[src/rtl/mem_arb_pkg.sv]
// Shared opcode and state encodings for the memory arbiter.
// Load/store sizes follow RISC-V funct3.
package mem_arb_pkg;

  typedef enum logic [3:0] {
    ALU_ADD, ALU_SUB, ALU_SLL, ALU_SLT, ALU_SLTU,
    ALU_XOR, ALU_SRL, ALU_SRA, ALU_OR, ALU_AND
  } alu_op_enum;

  typedef enum logic [2:0] {
    MEM_B  = 3'b000,
    MEM_H  = 3'b001,
    MEM_W  = 3'b010,
    MEM_BU = 3'b100,
    MEM_HU = 3'b101
  } mem_op_enum;

  typedef enum logic [1:0] {
    ST_IDLE,
    ST_IF_ACC,
    ST_LS_ACC,
    ST_DONE
  } arb_state_e;

  // Unsigned forms only exist for loads; anything else is unusable.
  function automatic logic misaligned(
    input logic       wr,
    input logic [2:0] sel,
    input logic [1:0] off
  );
    logic bad;
    case (sel)
      MEM_B:   bad = 1'b0;
      MEM_H:   bad = off[0];
      MEM_W:   bad = |off;
      MEM_BU:  bad = wr;
      MEM_HU:  bad = wr | off[0];
      default: bad = 1'b1;
    endcase
    return bad;
  endfunction

endpackage

[src/rtl/mem_arb_lsu_align.sv]
// Byte-lane generation, store replication and load extraction.
// Purely combinational.
module lsu_align
  import mem_arb_pkg::*;
#(
  parameter int XLEN = 32
) (
  input  logic [2:0]      sel_i,
  input  logic [1:0]      off_i,
  input  logic [XLEN-1:0] wdata_i,
  input  logic [XLEN-1:0] rdata_i,
  output logic [3:0]      byte_en_o,
  output logic [XLEN-1:0] wdata_o,
  output logic [XLEN-1:0] rdata_o
);

  logic [XLEN-1:0] sh;

  always_comb begin
    sh = rdata_i >> {off_i, 3'b000};
    case (sel_i[1:0])
      2'b00: begin
        byte_en_o = 4'b0001 << off_i;
        wdata_o   = {(XLEN/8){wdata_i[7:0]}};
      end
      2'b01: begin
        byte_en_o = 4'b0011 << off_i;
        wdata_o   = {(XLEN/16){wdata_i[15:0]}};
      end
      default: begin
        byte_en_o = 4'b1111;
        wdata_o   = wdata_i;
      end
    endcase
    case (sel_i)
      MEM_B:   rdata_o = {{(XLEN-8){sh[7]}}, sh[7:0]};
      MEM_H:   rdata_o = {{(XLEN-16){sh[15]}}, sh[15:0]};
      MEM_BU:  rdata_o = {{(XLEN-8){1'b0}}, sh[7:0]};
      MEM_HU:  rdata_o = {{(XLEN-16){1'b0}}, sh[15:0]};
      default: rdata_o = sh;
    endcase
  end

endmodule

[src/rtl/mem_arb.sv]
// Arbitrates instruction fetch and load/store onto one memory port.
// Load/store wins ties; accesses time out after TIMEOUT wait cycles.
module mem_arb
  import mem_arb_pkg::*;
#(
  parameter int XLEN    = 32,
  parameter int TIMEOUT = 255
) (
  input  logic            clk_i,
  input  logic            rst_n_i,
  input  logic            if_req_i,
  input  logic [XLEN-1:0] if_addr_i,
  output logic [XLEN-1:0] if_rdata_o,
  output logic            if_ack_o,
  input  logic            ls_req_i,
  input  logic            ls_wr_en_i,
  input  logic [2:0]      ls_sel_i,
  input  logic [XLEN-1:0] ls_addr_i,
  input  logic [XLEN-1:0] ls_wdata_i,
  output logic [XLEN-1:0] ls_rdata_o,
  output logic            ls_ack_o,
  output logic            ls_err_o,
  output logic            mem_req_o,
  output logic            mem_wr_en_o,
  output logic [XLEN-1:0] mem_addr_o,
  output logic [3:0]      mem_byte_en_o,
  output logic [XLEN-1:0] mem_wdata_o,
  input  logic [XLEN-1:0] mem_rdata_i,
  input  logic            mem_ack_i,
  output logic            busy_o
);

  localparam int CW = $clog2(TIMEOUT + 1);
  localparam logic [CW-1:0] CNT_LAST = CW'(TIMEOUT - 1);
  localparam logic [XLEN-1:0] WMASK = ~XLEN'(3);

  arb_state_e      state_q, state_d;
  logic [CW-1:0]   cnt_q, cnt_d;
  logic            own_ls_q, own_ls_d;
  logic            err_q, err_d;
  logic            wr_q, wr_d;
  logic [2:0]      sel_q, sel_d;
  logic [1:0]      off_q, off_d;
  logic [XLEN-1:0] rdata_q, rdata_d;
  logic            mem_req_q, mem_req_d;
  logic            mem_wr_q, mem_wr_d;
  logic [XLEN-1:0] mem_addr_q, mem_addr_d;
  logic [3:0]      mem_be_q, mem_be_d;
  logic [XLEN-1:0] mem_wdata_q, mem_wdata_d;

  logic            idle, done, mis;
  logic [2:0]      al_sel;
  logic [1:0]      al_off;
  logic [3:0]      al_be;
  logic [XLEN-1:0] al_wdata, al_rdata;

  assign idle   = (state_q == ST_IDLE);
  assign done   = (state_q == ST_DONE);
  assign al_sel = idle ? ls_sel_i : sel_q;
  assign al_off = idle ? ls_addr_i[1:0] : off_q;
  assign mis    = misaligned(ls_wr_en_i, ls_sel_i, ls_addr_i[1:0]);

  lsu_align #(.XLEN(XLEN)) u_align (
    .sel_i     (al_sel),
    .off_i     (al_off),
    .wdata_i   (ls_wdata_i),
    .rdata_i   (mem_rdata_i),
    .byte_en_o (al_be),
    .wdata_o   (al_wdata),
    .rdata_o   (al_rdata)
  );

  always_ff @(posedge clk_i) begin
    if (!rst_n_i) begin
      state_q     <= ST_IDLE;
      cnt_q       <= '0;
      own_ls_q    <= 1'b0;
      err_q       <= 1'b0;
      wr_q        <= 1'b0;
      sel_q       <= '0;
      off_q       <= '0;
      rdata_q     <= '0;
      mem_req_q   <= 1'b0;
      mem_wr_q    <= 1'b0;
      mem_addr_q  <= '0;
      mem_be_q    <= '0;
      mem_wdata_q <= '0;
    end else begin
      state_q     <= state_d;
      cnt_q       <= cnt_d;
      own_ls_q    <= own_ls_d;
      err_q       <= err_d;
      wr_q        <= wr_d;
      sel_q       <= sel_d;
      off_q       <= off_d;
      rdata_q     <= rdata_d;
      mem_req_q   <= mem_req_d;
      mem_wr_q    <= mem_wr_d;
      mem_addr_q  <= mem_addr_d;
      mem_be_q    <= mem_be_d;
      mem_wdata_q <= mem_wdata_d;
    end
  end

  // A rejected ls request spends one LS_ACC cycle with no memory
  // request so its ack lands at the same latency as a real access.
  always_comb begin
    state_d = state_q;
    cnt_d   = cnt_q;
    case (state_q)
      ST_IDLE: begin
        cnt_d = '0;
        if (ls_req_i)      state_d = ST_LS_ACC;
        else if (if_req_i) state_d = ST_IF_ACC;
      end
      ST_IF_ACC, ST_LS_ACC: begin
        if (err_q || mem_ack_i || cnt_q == CNT_LAST) state_d = ST_DONE;
        else cnt_d = cnt_q + 1'b1;
      end
      default: state_d = ST_IDLE;
    endcase
  end

  always_comb begin
    own_ls_d    = own_ls_q;
    err_d       = err_q;
    wr_d        = wr_q;
    sel_d       = sel_q;
    off_d       = off_q;
    rdata_d     = rdata_q;
    mem_req_d   = mem_req_q;
    mem_wr_d    = mem_wr_q;
    mem_addr_d  = mem_addr_q;
    mem_be_d    = mem_be_q;
    mem_wdata_d = mem_wdata_q;
    case (state_q)
      ST_IDLE: begin
        err_d       = 1'b0;
        rdata_d     = '0;
        mem_req_d   = 1'b0;
        mem_wr_d    = 1'b0;
        mem_addr_d  = '0;
        mem_be_d    = '0;
        mem_wdata_d = '0;
        if (ls_req_i) begin
          own_ls_d = 1'b1;
          err_d    = mis;
          wr_d     = ls_wr_en_i;
          sel_d    = ls_sel_i;
          off_d    = ls_addr_i[1:0];
          if (!mis) begin
            mem_req_d  = 1'b1;
            mem_wr_d   = ls_wr_en_i;
            mem_addr_d = ls_addr_i & WMASK;
            if (ls_wr_en_i) begin
              mem_be_d    = al_be;
              mem_wdata_d = al_wdata;
            end
          end
        end else if (if_req_i) begin
          own_ls_d   = 1'b0;
          wr_d       = 1'b0;
          mem_req_d  = 1'b1;
          mem_addr_d = if_addr_i & WMASK;
        end
      end
      ST_IF_ACC, ST_LS_ACC: begin
        if (!err_q) begin
          if (mem_ack_i)
            rdata_d = !own_ls_q ? mem_rdata_i :
                      wr_q ? '0 : al_rdata;
          else if (cnt_q == CNT_LAST)
            err_d = 1'b1;
        end
        if (state_d == ST_DONE) begin
          mem_req_d   = 1'b0;
          mem_wr_d    = 1'b0;
          mem_addr_d  = '0;
          mem_be_d    = '0;
          mem_wdata_d = '0;
        end
      end
      default: ;
    endcase
  end

  assign busy_o        = !idle;
  assign if_ack_o      = done & ~own_ls_q;
  assign ls_ack_o      = done & own_ls_q;
  assign ls_err_o      = ls_ack_o & err_q;
  assign if_rdata_o    = if_ack_o ? rdata_q : '0;
  assign ls_rdata_o    = ls_ack_o ? rdata_q : '0;
  assign mem_req_o     = mem_req_q;
  assign mem_wr_en_o   = mem_wr_q;
  assign mem_addr_o    = mem_addr_q;
  assign mem_byte_en_o = mem_be_q;
  assign mem_wdata_o   = mem_wdata_q;

endmodule
[config.mk]
export PLATFORM = sky130hd
export DESIGN_NAME = mem_arb
export DESIGN_NICKNAME = d
export VERILOG_FILES = /design/src/rtl/mem_arb_pkg.sv /design/src/rtl/mem_arb_lsu_align.sv /design/src/rtl/mem_arb.sv
export SDC_FILE = /design/constraint.sdc
export NUM_CORES = 1
export LEC_CHECK = 0
export ABC_AREA = 1
export CORE_MARGIN = 5
export CORE_UTILIZATION = 50
export DETAILED_ROUTE_END_ITERATION = 8
export PLACE_DENSITY_LB_ADDON = 0.2
export SLEW_MARGIN = 0
export SYNTH_ARGS = -nofsm -noshare
export SYNTH_HDL_FRONTEND = slang
export SYNTH_HIERARCHICAL = 1
export SYNTH_SLANG_ARGS = --single-unit
export TNS_END_PERCENT = 1
[constraint.sdc]
create_clock -name clk_i -period 5.98 [get_ports clk_i]
set_clock_uncertainty 0.05 [all_clocks]
set_input_delay 0.598 -clock clk_i [delete_from_list [all_inputs] [get_ports clk_i]]
set_output_delay 0.598 -clock clk_i [all_outputs]
set_load 0.02 [all_outputs]
* Word level (Yosys, flattened, before mapping)
Index checks and enable logic that the tools add are counted.
** Cells by class
- Equal/unequal tests :: 17
- Bitwise logic cells :: 5
- Mux-type cells :: 49
- Shift-type cells :: 3
- Add/subtract/negate cells :: 1
- Reduce and logical (&&, ||, !) cells :: 16
** Operators by type and width (count)
- 32-bit 2-to-1 mux :: 13
- 32-bit one-hot mux with 2 select lines :: 4
- 32-bit one-hot mux with 4 select lines :: 1
- 32-bit by 5-bit >> shifter with 32-bit output :: 1
- 4-bit 2-to-1 mux :: 4
- 4-bit one-hot mux with 2 select lines :: 2
- 8-bit one-hot mux with 2 select lines :: 1
- 1-bit 2-to-1 mux :: 13
- 3-bit equality test (second input constant) :: 4
- 8-bit by 1-bit adder with 8-bit output (second input constant) :: 1
- 8-bit equality test (second input constant) :: 1
- 2-bit 2-to-1 mux :: 4
- 8-bit 2-to-1 mux :: 1
- 2-bit != test (second input constant) :: 4
- 2-bit AND reduction :: 4
- 2-bit equality test (second input constant) :: 3
- 3-bit by 1-bit equality test with 1-bit output (second input constant) :: 2
- 3-bit logical NOT :: 2
- 1-bit one-hot mux with 2 select lines :: 3
- 1-bit one-hot mux with 5 select lines :: 1
- 2-bit by 1-bit equality test with 1-bit output (second input constant) :: 2
- 2-bit logical NOT :: 2
- 2-bit one-hot mux with 2 select lines :: 1
- 2-bit nonzero test :: 2
- other kinds (11) :: 15
** Word-level totals
- Register bits after elaboration :: 120

* Longest topological paths before layout
- Word-level depth :: 9
- Gate-level depth with buffers :: 16
- Mapped depth without buffers :: 13

* Cells and area by module
Netlist, hierarchy kept.
** By module, submodules not included
- mem_arb :: cells each 1007, area each 6493.7 um^2, instances 1, seq. area each 2362.3 um^2
- lsu_align :: cells each 255, area each 1226.2 um^2, instances 1, seq. area each 0.0 um^2

* Worst setup path before layout
OpenSTA, ideal clock, no wires.
- Path kind :: register -> output
- From :: register state_q[0]
- To :: output port if_rdata_o[10]
- Data arrival time :: 1.635 ns
- Cell stages (with the launch flop) :: 7
- Setup slack :: 3.697 ns
- Path through :: dfxtp_1 -> ha_1 -> inv_1 -> nor2_1 -> inv_1 -> clkbuf_1 -> nor2_1
** On the way
- Cells in the longest elaborated chain, start to end :: 3
** Ends and longest elaborated chain
- start, declared :: RTL line mem_arb.sv:37 : arb_state_e state_q, state_d;
- start signal, assigned :: RTL line mem_arb.sv:89 : state_q <= state_d;
- 2-bit equality test :: RTL line mem_arb.sv:58 : assign done = (state_q == ST_DONE);
- 1-bit bitwise AND :: RTL line mem_arb.sv:188 : assign if_ack_o = done & ~own_ls_q;
- net if_ack_o :: RTL line mem_arb.sv:14 : output logic if_ack_o,
- 32-bit 2-to-1 mux :: RTL line mem_arb.sv:191 : assign if_rdata_o = if_ack_o ? rdata_q : '0;
- end, declared :: RTL line mem_arb.sv:13 : output logic [XLEN-1:0] if_rdata_o,
The timed path passes the listed nets, and every way through them passes these cells.

* Worst setup path in the final report
- From :: register own_ls_q
- To :: output port if_rdata_o[6]
** On the way
- Cells in the longest elaborated chain, start to end :: 3
** Ends and longest elaborated chain
- start, declared :: RTL line mem_arb.sv:39 : logic own_ls_q, own_ls_d;
- start signal, assigned :: RTL line mem_arb.sv:91 : own_ls_q <= own_ls_d;
- 1-bit NOT :: RTL line mem_arb.sv:188
- 1-bit bitwise AND :: RTL line mem_arb.sv:188
- 32-bit 2-to-1 mux :: RTL line mem_arb.sv:191
Every way passes these cells.

==> metrics.md <==
| Metric | Value |
|---|---|
| Status | `finished clean` |
| # clock sinks | `118` |
| DRT iter0 DRCs | `around 630` |
| Hold Path Class | `reg -> reg` |
| Clock slew at reported path FFs | `about 50 ps` |
| Hold_buf cts | `0` |
| Post-synthesis cell area | `7720 um^2` |
| Main area contributors after synthesis | `dfxtp_1, nand2_1, nand3_1` |
| CTS root buffer | `clkbuf_16` |
| Period minus WS final | `3660 ps` |
| Initial antenna violation count | `1` |
| Min Hold Slack | `407 ps` |
| NumNets Final | `1600` |
| Cell Chain, Critical Path | `nor2_1, inv_1, nor2_1, clkdlybuf4s50_1` |
| Critical Path AT | `around 3000 ps` |
| Multiplexer share of the synthesized area | `0%` |
| Detailed placement HPWL | `~17000 um` |
| # resized after CTS | `0` |
| Synthesis-to-finish area growth | `40.4%` |
| Largest family of logic cells by synthesized area | `simple AND/OR/NAND/NOR gates` |
| Synth Area in Simple Gates | `a little over a third` |
| Die H | `between 100 and 150 um` |
| Postcts setup bufs | `0` |
| M2 GR Usage | `45.1%` |
| Slowest cell on crit path | `dfxtp_2` |
| Cells after synthesis | `approximately 1300` |
| GR peak layer | `met2` |
| Post-synthesis sequential area ratio | `30.6%` |
| CP dominant cell by count | `nor2_1` |
| Port bufs | `270` |
| Achievable clock frequency | `0.273 GHz` |
| Die W | `~130 um` |
| Adder-Cell Fraction of Synth Area | `less than 1%` |
| WP data required | `approximately 5300 ps` |
| Met3 GRT Util | `roughly 5.6%` |
| Post-DRT Antenna Nets | `0` |
| Xor and xnor fraction of the mapped netlist area | `0%` |
| Grt ovf | `0` |
| Crit start category | `flip-flop` |
| # fillers | `approximately 1300` |
| Final worst-path cycle share | `roughly three fifths` |
| Clk Latency, worst-skew pair | `slightly above 400 ps` |
| P_leak | `between 4 and 5 nW` |
| Crit-path max FO | `67` |
| Initial Utilization | `around 50%` |
| Reg2Reg Setup Slack | `~2700 ps` |
| Mean area per synthesized cell | `roughly 6 um^2` |
| Average wire per standard cell | `about 15 um` |
| Vias | `about 8800` |
| GRT met1 Usage | `about 34%` |
| Total of max-cap violations | `0` |
| RSZ-0062 raised after global routing | `no` |
| CTS tree | `done` |
| Endpoint class of the critical path | `output pin` |
| Synth area leader | `dfxtp_1` |
| Routed wire length | `24800 um` |
| Worst path max stage delay | `1000 ps` |
| Share of layout cells above drive strength 1 | `under 10%` |
| Complex-gate fraction of the synthesized area | `a little under a fifth` |
| Die area | `between 15000 and 20000 um^2` |
| Worst slew pin tran | `about 1100 ps` |
| Setup Crit Path Kind | `reg -> out` |
| Synth cell types | `35` |
| #FFs+latches synth | `118` |
| # setup viols final | `0` |
| Max rail drop VDD | `between 0.0003 and 0.0004 V` |
| DRT Pass-1 Iters | `5` |
| Max-slew violations | `0` |
| Setup TNS | `0 ps` |
| YS warnings | `6` |
| Longest Clk Path Bufs | `2` |
| CTS H-tree lvls | `4` |
| Row cnt | `45` |
| Final hold violations | `0` |
| Residual DRC | `0` |
| Slew HR | `between 20% and 30%` |
| CTS Buf Count | `17` |
| Core Footprint | `around 15000 um^2` |
| Largest net degree at the start of global routing | `between 60 and 70` |
| Power per cell area | `around 460 nW/um^2` |
| First-pass GRT wire length | `roughly 40000 um` |
| Number of global-route vias before repair | `between 8000 and 9000` |
| GPL Wtd Cong | `0.860` |
| GRT Total Usage | `a little over a quarter` |
| Vias per cell | `between 5 and 6` |
| Share of the synthesized area in the top cell type | `around 31%` |
| Ports | `about 280` |
-- cell usage after synthesis --
library cell,number
inv_2,3
nand2_2,4
buf_2,21
buf_1,10
a21boi_1,11
a21boi_0,34
nand3b_1,1
nand2_1,303
nand2_4,2
buf_6,9
or2_2,22
ha_1,4
clkbuf_1,55
nand3_4,2
a21oi_1,85
o21ai_0,67
inv_1,144
nand4_1,1
o211ai_1,10
nor2_1,149
o21a_1,1
nor3_1,13
o31ai_1,1
a31oi_1,1
inv_8,1
dfxtp_1,118
nor2_4,3
and2_1,1
a211oi_1,2
nor2_2,2
conb_1,1
o2111ai_1,21
nand3_2,4
nand3_1,145
buf_4,11
-- kinds of logic (layout without fill, tap and decap cells) --
logic type | after synthesis | in the layout
AND/OR/NAND/NOR | 652 | 652
other | 1 | 4
flip-flops | 118 | 118
AO/OA/AOI/OAI | 233 | 233
adder cells (fa/ha/maj) | 4 | 4
buffers and inverters | 254 | 463
-- layer usage --
metal  vias up  share of wire [%]
met3        46                6.8
li1       4422                  -
met2       319                 48
met4         0                2.5
met5         -                  0
met1      3976                 43
-- final cells by class --
type	count	area, um^2	area share [%]
diodes	2	5.00	0.0462
clock buffers	24	502	4.63
clock inverters	8	95.1	0.877
inverters	148	564	5.21
multi-input cells	891	4280	39.5
flip-flops and latches	118	2360	21.8
well taps	188	235	2.17
repair buffers	283	2800	25.8
-- worst paths after layout --
| kind | startpoint | depth (start not counted) | endpoint |
|---|---|---|---|
| max | own_ls_q$_SDFFE_PN0P_ | 4 | if_rdata_o[6] |
| min | sel_q[0]$_SDFFE_PN0P_ | 2 | sel_q[0]$_SDFFE_PN0P_ |
| max reg2reg | state_q[0]$_SDFF_PN0_ | 14 | rdata_q[26]$_SDFFE_PN0P_ |
| min reg2reg | sel_q[0]$_SDFFE_PN0P_ | 2 | sel_q[0]$_SDFFE_PN0P_ |
-- worst max-delay path, delay by kind of cell (launching register included) --
kind,cells,cell delay [ps]
buf+inv,2,1340
flops,1,1000
simple gates,2,240
-- where the power goes --
part           internal (mW)  switching [mW]  total, mW  leakage, nW
logic                   1.05            1.81       2.86         3.12
clock network          0.666           0.368       1.03        0.292
registers              0.989           0.122       1.11        0.965
total                   2.71            2.30       5.00         4.37
-- placed cells by master (no fill, tap or decap), drive strengths merged --
cell and count:
nand2 309, clkdlybuf4s50 269, nor2 154, nand3 151, inv 147, dfxtp 118, a21oi 85, o21ai 67
a21boi 45, clkbuf 24, or2 22, o2111ai 21, buf 14, nor3 13, o211ai 10, clkinv 5
ha 4, diode 2, a211oi 2, conb 2, clkinvlp 2, bufinv 2, nand3b 1, o31ai 1
o21a 1, nand4 1, a31oi 1, and2 1
-- sequential cells by signal, summed over array words and instances (netlist names), 2 cells and up --
signal	count
state_q	2
mem_byte_en_o	4
off_q	2
sel_q	3
rdata_q	32
mem_wdata_o	32
mem_addr_o	30
cnt_q	8
-- through the flow --
stage          worst slack, ps  utilization [%]  cells  power (mW)  cell area, um^2
3_3_place_gp              2520             67.6   1628        3.92            10200
4_1_cts                   2280             71.5   1660        5.02            10800
6_report                  2320             71.6   1662        5.00            10800
2_1_floorplan             3700                -   1263        3.25             7720
3_5_place_dp              2470             67.6   1628        3.96            10200
5_1_grt                   2000             71.5   1661        5.42            10800
Note: power is estimated with default switching activity, not from simulation.
